$ cat config.mk
export PLATFORM = sky130hd
export DESIGN_NAME = qam_sym_mapper
export DESIGN_NICKNAME = d
export VERILOG_FILES = /design/src/rtl/qam_sym_mapper.sv
export SDC_FILE = /design/constraint.sdc
export NUM_CORES = 1
export LEC_CHECK = 0
export ABC_AREA = 1
export BUFFER_PORTS_ARGS = -buffer_cell sky130_fd_sc_hd__buf_2
export CAP_MARGIN = 20
export CORE_ASPECT_RATIO = 1.4
export CORE_MARGIN = 2
export CORE_UTILIZATION = 38
export DETAILED_ROUTE_END_ITERATION = 12
export MAX_ROUTING_LAYER = met4
export SLEW_MARGIN = 20
export SYNTH_ARGS = -nofsm -noshare
export SYNTH_HDL_FRONTEND = slang
export SYNTH_SLANG_ARGS = --single-unit
$ cat constraint.sdc
create_clock -name clk -period 2.52 [get_ports clk]
set_clock_uncertainty 0.2 [all_clocks]
set_input_delay 0 -clock clk [delete_from_list [all_inputs] [get_ports clk]]
set_output_delay 0 -clock clk [all_outputs]
set_load 0.02 [all_outputs]
$ cat src/rtl/qam_sym_mapper.sv
// qam_sym_mapper: serial-bit to I/Q symbol mapper.
// Collects 2k bits per symbol (k=1/2/3 for QPSK/16-QAM/64-QAM), Gray-decodes
// each axis and emits signed odd-integer levels 2n-(2^k-1).
//
// Ports:
//   clk, rst_n          clock, asynchronous active-low reset
//   bit_in/bit_valid    serial input bit and its valid
//   bit_ready           input accepted this cycle
//   mode                0=QPSK, 1=16-QAM, 2=64-QAM, 3=16-QAM
//   flush               discard the partially collected symbol
//   sym_i, sym_q        signed I/Q levels (LEVEL_W)
//   sym_raw             collected bits, right-aligned, first bit MSB
//   sym_k               bits per axis of the held symbol
//   sym_valid/sym_ready output handshake
//   sym_count           delivered symbols, wrapping
module qam_sym_mapper #(
    parameter int MAX_K   = 3,
    parameter int LEVEL_W = 8,
    parameter int CNT_W   = 16
) (
    input  logic                 clk,
    input  logic                 rst_n,
    input  logic                 bit_in,
    input  logic                 bit_valid,
    output logic                 bit_ready,
    input  logic [1:0]           mode,
    input  logic                 flush,
    output logic [LEVEL_W-1:0]   sym_i,
    output logic [LEVEL_W-1:0]   sym_q,
    output logic [2*MAX_K-1:0]   sym_raw,
    output logic [1:0]           sym_k,
    output logic                 sym_valid,
    input  logic                 sym_ready,
    output logic [CNT_W-1:0]     sym_count
);
    localparam int RW = 2 * MAX_K;
    localparam int CW = (RW > 1) ? $clog2(RW) : 1;

    logic [RW-1:0]      shreg;
    logic [CW-1:0]      bit_cnt;
    logic [1:0]         k_lat;
    logic               rdy_en;

    logic [1:0]         k_mode;
    logic               completing;
    logic               accept;
    logic               load;
    logic               handshake;
    logic [RW-1:0]      raw_full;
    logic [RW-1:0]      i_sh;
    logic [MAX_K-1:0]   i_g;
    logic [MAX_K-1:0]   q_g;

    // Gray field (right-aligned, zeros above k) to signed level.
    // Zero upper bits leave the prefix-XOR of the live bits unchanged.
    function automatic logic [LEVEL_W-1:0] axis_level(input logic [MAX_K-1:0] g,
                                                       input logic [1:0] k);
        logic [MAX_K-1:0]   n;
        logic [LEVEL_W-1:0] mag;
        logic [LEVEL_W-1:0] off;
        n[MAX_K-1] = g[MAX_K-1];
        for (int j = MAX_K - 2; j >= 0; j--) n[j] = n[j+1] ^ g[j];
        mag          = '0;
        mag[MAX_K:1] = n;
        off          = (LEVEL_W'(1) << k) - LEVEL_W'(1);
        return mag - off;
    endfunction

    // Unsupported modes fall back to 16-QAM, or QPSK if 16-QAM is absent.
    always_comb begin
        k_mode = 2'd2;
        case (mode)
            2'd0:    k_mode = 2'd1;
            2'd2:    k_mode = 2'd3;
            default: k_mode = 2'd2;
        endcase
        if (k_mode > 2'(MAX_K)) k_mode = (MAX_K >= 2) ? 2'd2 : 2'd1;
    end

    // The final bit index is never 0, so k_lat is always valid here.
    assign completing = (bit_cnt != '0) && (bit_cnt == CW'({k_lat, 1'b0} - 3'd1));
    assign bit_ready  = rdy_en && !flush && !(completing && sym_valid && !sym_ready);
    assign accept     = bit_valid && bit_ready;
    assign load       = accept && completing;
    assign handshake  = sym_valid && sym_ready;

    // Field split and decode of the symbol completed by this bit.
    always_comb begin
        raw_full = {shreg[RW-2:0], bit_in};
        i_sh     = raw_full >> k_lat;
        i_g      = '0;
        q_g      = '0;
        for (int j = 0; j < MAX_K; j++) begin
            if (j < int'(k_lat)) begin
                i_g[j] = i_sh[j];
                q_g[j] = raw_full[j];
            end
        end
    end

    // Holds bit_ready low until the first clock after reset release.
    always_ff @(posedge clk or negedge rst_n) begin
        if (!rst_n) rdy_en <= 1'b0;
        else        rdy_en <= 1'b1;
    end

    // Collection side; shreg is cleared between symbols so sym_raw
    // comes out right-aligned with zeros above the 2k live bits.
    always_ff @(posedge clk or negedge rst_n) begin
        if (!rst_n) begin
            shreg   <= '0;
            bit_cnt <= '0;
            k_lat   <= '0;
        end else if (flush) begin
            shreg   <= '0;
            bit_cnt <= '0;
        end else if (accept) begin
            if (bit_cnt == '0) k_lat <= k_mode;
            if (completing) begin
                shreg   <= '0;
                bit_cnt <= '0;
            end else begin
                shreg   <= raw_full;
                bit_cnt <= bit_cnt + CW'(1);
            end
        end
    end

    // Output register: a new symbol overrides a same-cycle handoff.
    always_ff @(posedge clk or negedge rst_n) begin
        if (!rst_n) begin
            sym_valid <= 1'b0;
            sym_i     <= '0;
            sym_q     <= '0;
            sym_raw   <= '0;
            sym_k     <= '0;
        end else if (load) begin
            sym_valid <= 1'b1;
            sym_i     <= axis_level(i_g, k_lat);
            sym_q     <= axis_level(q_g, k_lat);
            sym_raw   <= raw_full;
            sym_k     <= k_lat;
        end else if (handshake) begin
            sym_valid <= 1'b0;
        end
    end

    always_ff @(posedge clk or negedge rst_n) begin
        if (!rst_n)         sym_count <= '0;
        else if (handshake) sym_count <= sym_count + CNT_W'(1);
    end
endmodule

==> results of run 1 <==
## power groups by stage
stage / combinational [W] / sequential [W] / clock (W)
3_3_place_gp: 0.000947 / 0.000989 / 0
3_5_place_dp: 0.000963 / 0.000993 / 0
4_1_cts: 0.000976 / 0.000978 / 0.000631
5_1_grt: 0.00119 / 0.000984 / 0.000657
6_report: 0.00105 / 0.000969 / 0.000612
2_1_floorplan: 0.000571 / 0.00109 / 0
## cell families after synthesis
kind of cell / share of synthesized area [%]
xor gates and xnor gates: 7.09
AOI/OAI and AO/OA: 8.34
other: 0.139
and+or+nand+nor: 22.4
muxes: 0.417
adders and majority gates: 7.23
buffers and inverters: 7.14
DFF: 47.3
## registers in the layout, indices dropped and copies added (netlist names)
register,cells
sym_count,16
sym_raw,6
shreg,5
sym_q,7
k_lat,2
sym_i,8
sym_valid,1
rdy_en,1
bit_cnt,3
sym_k,2
## final timing paths
check	start	endpoint	slack [ns]	depth (start not counted)
max	k_lat[0]	sym_i[7]	0.11	13
min	rst_n	sym_i[2]	0.03	3
max reg2reg	k_lat[0]	sym_i[7]	0.11	13
min reg2reg	sym_i[3]	sym_i[3]	0.28	2
max in group asynchronous	rst_n	k_lat[0]	1.09	3
min in group clk	mode[0]	k_lat[0]	0.24	3
## cells in the final DEF, fill, tap and decap left out, drive strengths merged
master,synthesis,final
xor2,10,10
o21ai,22,22
nand3b,1,1
dfrtp,51,51
mux2,1,1
inv,37,38
nand4,4,4
a31oi,1,1
fa,1,1
dlygate4sd3,0,8
nand3,11,11
buf,6,67
ha,14,14
a211oi,1,1
a21boi,1,1
a21oi,7,7
conb,1,1
nor2,16,16
clkbuf,0,6
xnor2,11,11
nor3,5,5
o22ai,7,7
or2,1,1
nand2,90,90
bufinv,0,1
## stage by stage
step           instance area [um2]  total power (W)  setup TNS, ns  utilization [%]
6_report                      3400          0.00263              0             49.1
5_1_grt                       3400          0.00283        -0.0891             49.1
4_1_cts                       3330          0.00258              0             48.0
3_5_place_dp                  3130          0.00196        -0.0171             45.1
3_3_place_gp                  3130          0.00194              0             45.1
2_1_floorplan                 2710          0.00166              0                -
## critical path, cell delays in order, from the launching register on
cell and delay (ns):
dfrtp_2 0.45, buf_4 0.17, a21oi_1 0.19, o21ai_2 0.12, xor2_2 0.19, buf_4 0.14, ha_1 0.32, nand2_1 0.07
nand2_1 0.05, a31oi_2 0.17, nand2_1 0.07, nand2_1 0.06, nand2_1 0.07, nand2_1 0.06
## layer usage
| metal | up-vias | GRT usage, % | routed length [um] |
|---|---|---|---|
| met2 | 30 | 26.3 | 2940 |
| met3 | 5 | 2.53 | 158 |
| met4 | 0 | 5.14 | 81 |
| li1 | 1097 | - | - |
| met5 | - | - | 0 |
| met1 | 1013 | 18.1 | 2340 |
## layout make-up
type | count | area, um2
fill | 710 | 3530
inverter | 37 | 139
clock inverter | 2 | 38.8
timing repair buffer | 75 | 460
multi-input combinational | 205 | 1290
clock buffer | 6 | 82.6
tap | 95 | 119
sequential | 51 | 1280
## repair_timing
| action | CTS | global route |
|---|---|---|
| endpoints found under the setup margin | 2 | 8 |
| setup buffers | 0 | 4 |
| hold buffers | 8 | 0 |
| gates resized for setup | 1 | 14 |
| endpoints found under the hold margin | 70 | 0 |
==> impl_metrics.py, run 1 <==
metrics = {
    "clock_network": {
        "clk_latency_ns": 0.30,
        "clockRootBuffer": "clkbuf_8",
        "clockBufferDepth": 2,
        "htreeDepth": 2,
        "numCtsBuffers": 5,
        "tritoncts": "done",
        "cts.sinks": 51,
        "clk_pin_slew_worst_paths_ns": 0.10,
    },
    "logic_synthesis": {
        "synth_common_cells": "nand2_1, dfrtp_1, inv_1, o21ai_1, ha_1",
        "synth_cell_type_count": 37,
        "synth-edff-count": 0,
        "synth_top_area_share_pct": 47.3,
        "ys_seq_elements": 51,
        "ys_seq_area_share_pct": 47.3,
        "yosys-top-cells-area": "dfrtp_1, nand2_1, ha_1",
        "synth.most_common_cell": "nand2_1",
        "synth_cells": 299,
        "synth_area_per_cell_um2": 9.03,
        "synth_top_area_cell": "dfrtp_1",
        "yosys_warnings": 0,
        "synth_area_um2": 2700,
        "synthArstFlopShare_pct": 100,
        "syn_nets": 322,
        "ys.flop_type": "dfrtp_1",
    },
    "global_routing": {
        "grt_pass1_vias": 2055,
        "grt_pass1_wl_um": 9320,
        "grt_usage_pct": 15.5,
        "grt_max_degree": 26,
        "antenna_found_initial": 0,
        "grt-ovfl-total": 0,
    },
    "timing": {
        "finalSetupViolCount": 0,
        "worst_slew_pin_slew_ns": 0.575,
        "period_share_pct": 95.5,
        "setup_ws_ns": 0.114,
        "period_minus_slack_ns": 2.41,
        "fmax_ghz": 0.416,
        "maxSlewViolCount": 0,
        "timing.slew.headroom_pct": 61.6,
        "hold_violations": 0,
        "timing.hold.ws_ns": 0.0279,
    },
    "pwr": {
        "p_per_area_nw_per_um2": 771,
        "swShare_pct": 35.7,
        "p_switching_w": 0.000938,
        "pwr-share-clk_pct": 23.3,
        "p_int_w": 0.00169,
        "power.share.sequential_pct": 36.9,
        "p_leak_nw": 1.84,
        "vdd_drop_max_uv": 326,
        "pwr-share-comb_pct": 39.8,
    },
    "routing": {
        "routed_via_density": 4.55,
        "drt_wl_total_um": 5520,
        "drc": 0,
        "vias": 2145,
        "drtIter0Drc": 69,
        "drt-pass1-iter-count": 4,
        "routedWlPerCell_um": 11.7,
        "ant_nets": 0,
    },
    "placed_design": {
        "port_buffers": 49,
        "dp.cells": 451,
        "pre_cts_ws_ns": -0.00966,
        "globalplace.congestion": 0.852,
        "place_hpwl_um": 4150,
    },
    "setup_path": {
        "worstPathMaxFanout": 7,
        "path_class": "reg2reg",
        "worstPathArrival_ns": 2.46,
        "startpoint_type": "flip-flop",
        "required_ns": 2.57,
        "end_kind": "flip-flop",
    },
    "final_layout": {
        "drive_gt1_share_pct": 29.3,
        "final_nets": 398,
        "n_antenna_cell": 0,
        "synthToLayoutAreaGrowth_pct": 26.1,
        "final_cell_count_no_fill": 471,
    },
    "die": {
        "initial_core_util_pct": 38.9,
        "rows": 36,
        "die_w_um": 75.2,
        "core_um2": 6940,
        "die-area_um2": 7810,
        "ioPinCount": 50,
        "die_height_um": 104,
    },
    "run": {
        "drv_cap": 0,
    },
    "run_status": {
        "status": "completed",
    },
    "hold_path": {
        "worstHoldPathType": "in2async",
    },
}
Note: power is estimated with default switching activity, not from simulation.
==> run 2, diff against run 1 <==
Settings changed: GPL_TIMING_DRIVEN from default to 0.
==> impl_metrics.py, run 2 (synthesis gave the netlist of run 1 again) <==
metrics = {
    "run_status": {
        "status": "completed",
    },
    "final_layout": {
        "top_regs": "sym_count (16), sym_i (8), sym_q (7)",
        "largest_reg_flops": 16,
        "drive_gt1_share_pct": 30.5,
        "n_antenna_cell": 0,
        "final_cell_mix": "nand2_1, buf_2, dfrtp_1",
        "final_common_cell": "nand2_1",
        "utilization_pct": 48.5,
        "synthToLayoutAreaGrowth_pct": 24.6,
        "final_nets": 393,
        "fill_cells": 687,
        "regMostFlops": "sym_count",
        "design_area_um2": 3360,
        "final_cell_count_no_fill": 465,
    },
    "hold_path": {
        "worstHoldPathType": "in2async",
    },
    "run": {
        "drv_cap": 0,
    },
    "global_routing": {
        "grt_usage_pct": 15.6,
        "grt_max_degree": 52,
        "grt_pass1_vias": 2077,
        "grt-ovfl-total": 0,
        "grt_pass1_wl_um": 9320,
        "antenna_found_initial": 0,
    },
    "clock_network": {
        "htreeDepth": 2,
        "clockRootBuffer": "clkbuf_8",
        "clk_pin_slew_worst_paths_ns": 0.10,
        "numCtsBuffers": 5,
        "tritoncts": "done",
        "clk_latency_ns": 0.31,
        "clockBufferDepth": 2,
        "cts.sinks": 51,
    },
    "routing": {
        "drc": 0,
        "routedWlPerCell_um": 12.1,
        "routed_via_density": 4.66,
        "ant_nets": 0,
        "drt-pass1-iter-count": 4,
        "drt_wl_total_um": 5640,
        "vias": 2167,
        "drtIter0Drc": 70,
    },
    "die": {
        "die-area_um2": 7810,
        "ioPinCount": 50,
        "core_um2": 6940,
        "die_height_um": 104,
        "die_w_um": 75.2,
        "initial_core_util_pct": 38.9,
        "rows": 36,
    },
    "timing": {
        "rsz0062_at_grt": "no",
        "fmax_ghz": 0.418,
        "finalSetupViolCount": 0,
        "maxSlewViolCount": 0,
        "hold_violations": 0,
        "period_share_pct": 95.0,
        "period_minus_slack_ns": 2.39,
        "timing.slew.headroom_pct": 56.3,
        "worst_slew_pin_slew_ns": 0.656,
    },
    "pwr": {
        "finalPower_w": 0.00251,
        "p_leak_nw": 1.79,
        "p_per_area_nw_per_um2": 745,
        "vdd_drop_max_uv": 350,
    },
    "setup_path": {
        "startpoint_type": "flip-flop",
        "worstPathMaxFanout": 10,
        "r2r_setup_slack_ns": 0.13,
        "r2r_end": "sym_q[5]",
        "r2r-start": "k_lat[0]",
        "required_ns": 2.51,
        "worst_r2r_path_depth": 13,
        "end_kind": "flip-flop",
        "worstPathArrival_ns": 2.39,
        "path_class": "reg2reg",
    },
    "placed_design": {
        "dp.cells": 443,
        "dpl_cell_area_um2": 3080,
        "globalplace.congestion": 0.810,
        "place_hpwl_um": 4090,
        "port_buffers": 49,
    },
}
[run 2: worst max path at each step]
stage / endpoint / start
2_1_floorplan: sym_q[5] / k_lat[0]
3_3_place_gp: sym_q[7] / k_lat[0]
3_5_place_dp: sym_q[7] / k_lat[0]
4_1_cts: sym_i[3] / k_lat[0]
5_1_grt: sym_i[7] / k_lat[0]
6_report: sym_q[5] / k_lat[0]
[run 2: what timing repair did]
| action | in CTS | in global routing |
|---|---|---|
| pin swaps | 0 | 4 |
| endpoints found under the setup margin | 10 | 9 |
| resized for setup | 9 | 12 |
| endpoints found under the hold margin | 70 | 0 |
| hold buffers | 7 | 0 |
| buffers inserted | 3 | 5 |
[run 2: stage by stage]
step | setup WS, ns | hold WS [ns] | setup TNS [ns]
2_1_floorplan | 0.0337 | -0.496 | 0
3_3_place_gp | -0.298 | 0.0228 | -1.44
3_5_place_dp | -0.322 | -0.121 | -1.88
4_1_cts | 0.00403 | 0.0867 | 0
5_1_grt | 0.0140 | 0.121 | 0
6_report | 0.125 | 0.0505 | 0
[run 2: final cells by class]
type	count	area (um2)	area share [%]
Buffer	6	57.6	1.71
Clock buffer	5	68.8	2.05
Clock inverter	2	13.8	0.409
Inverter	37	143	4.24
Multi-Input combinational cell	205	1310	38.8
Sequential cell	51	1280	38.0
Tap cell	95	119	3.53
Timing Repair Buffer	64	378	11.2
[run 2: where the power goes]
group	switching (W)	total, W	internal [W]	leakage, nW
Combinational	0.000620	0.00107	0.000447	1.06
Clock	0.000275	0.000465	0.000191	0.0440
Sequential	0.0000616	0.000973	0.000911	0.684
[run 2: critical path, stage by stage (launching register included)]
cell and delay, ns:
dfrtp_2 0.38, buf_6 0.14, clkinvlp_4 0.12, ha_4 0.20
nor2_1 0.14, inv_1 0.06, nand3_1 0.11, nand2_1 0.12
ha_4 0.30, nand2_1 0.06, a21boi_2 0.14, nor3_1 0.07
o21ai_1 0.18, nand2_1 0.07
[run 2: layer usage]
layer	GRT usage [%]	part of all wire [%]
met5	-	0
met4	5.89	2.4
met3	2.72	3.5
met2	25.8	51
met1	18.6	43
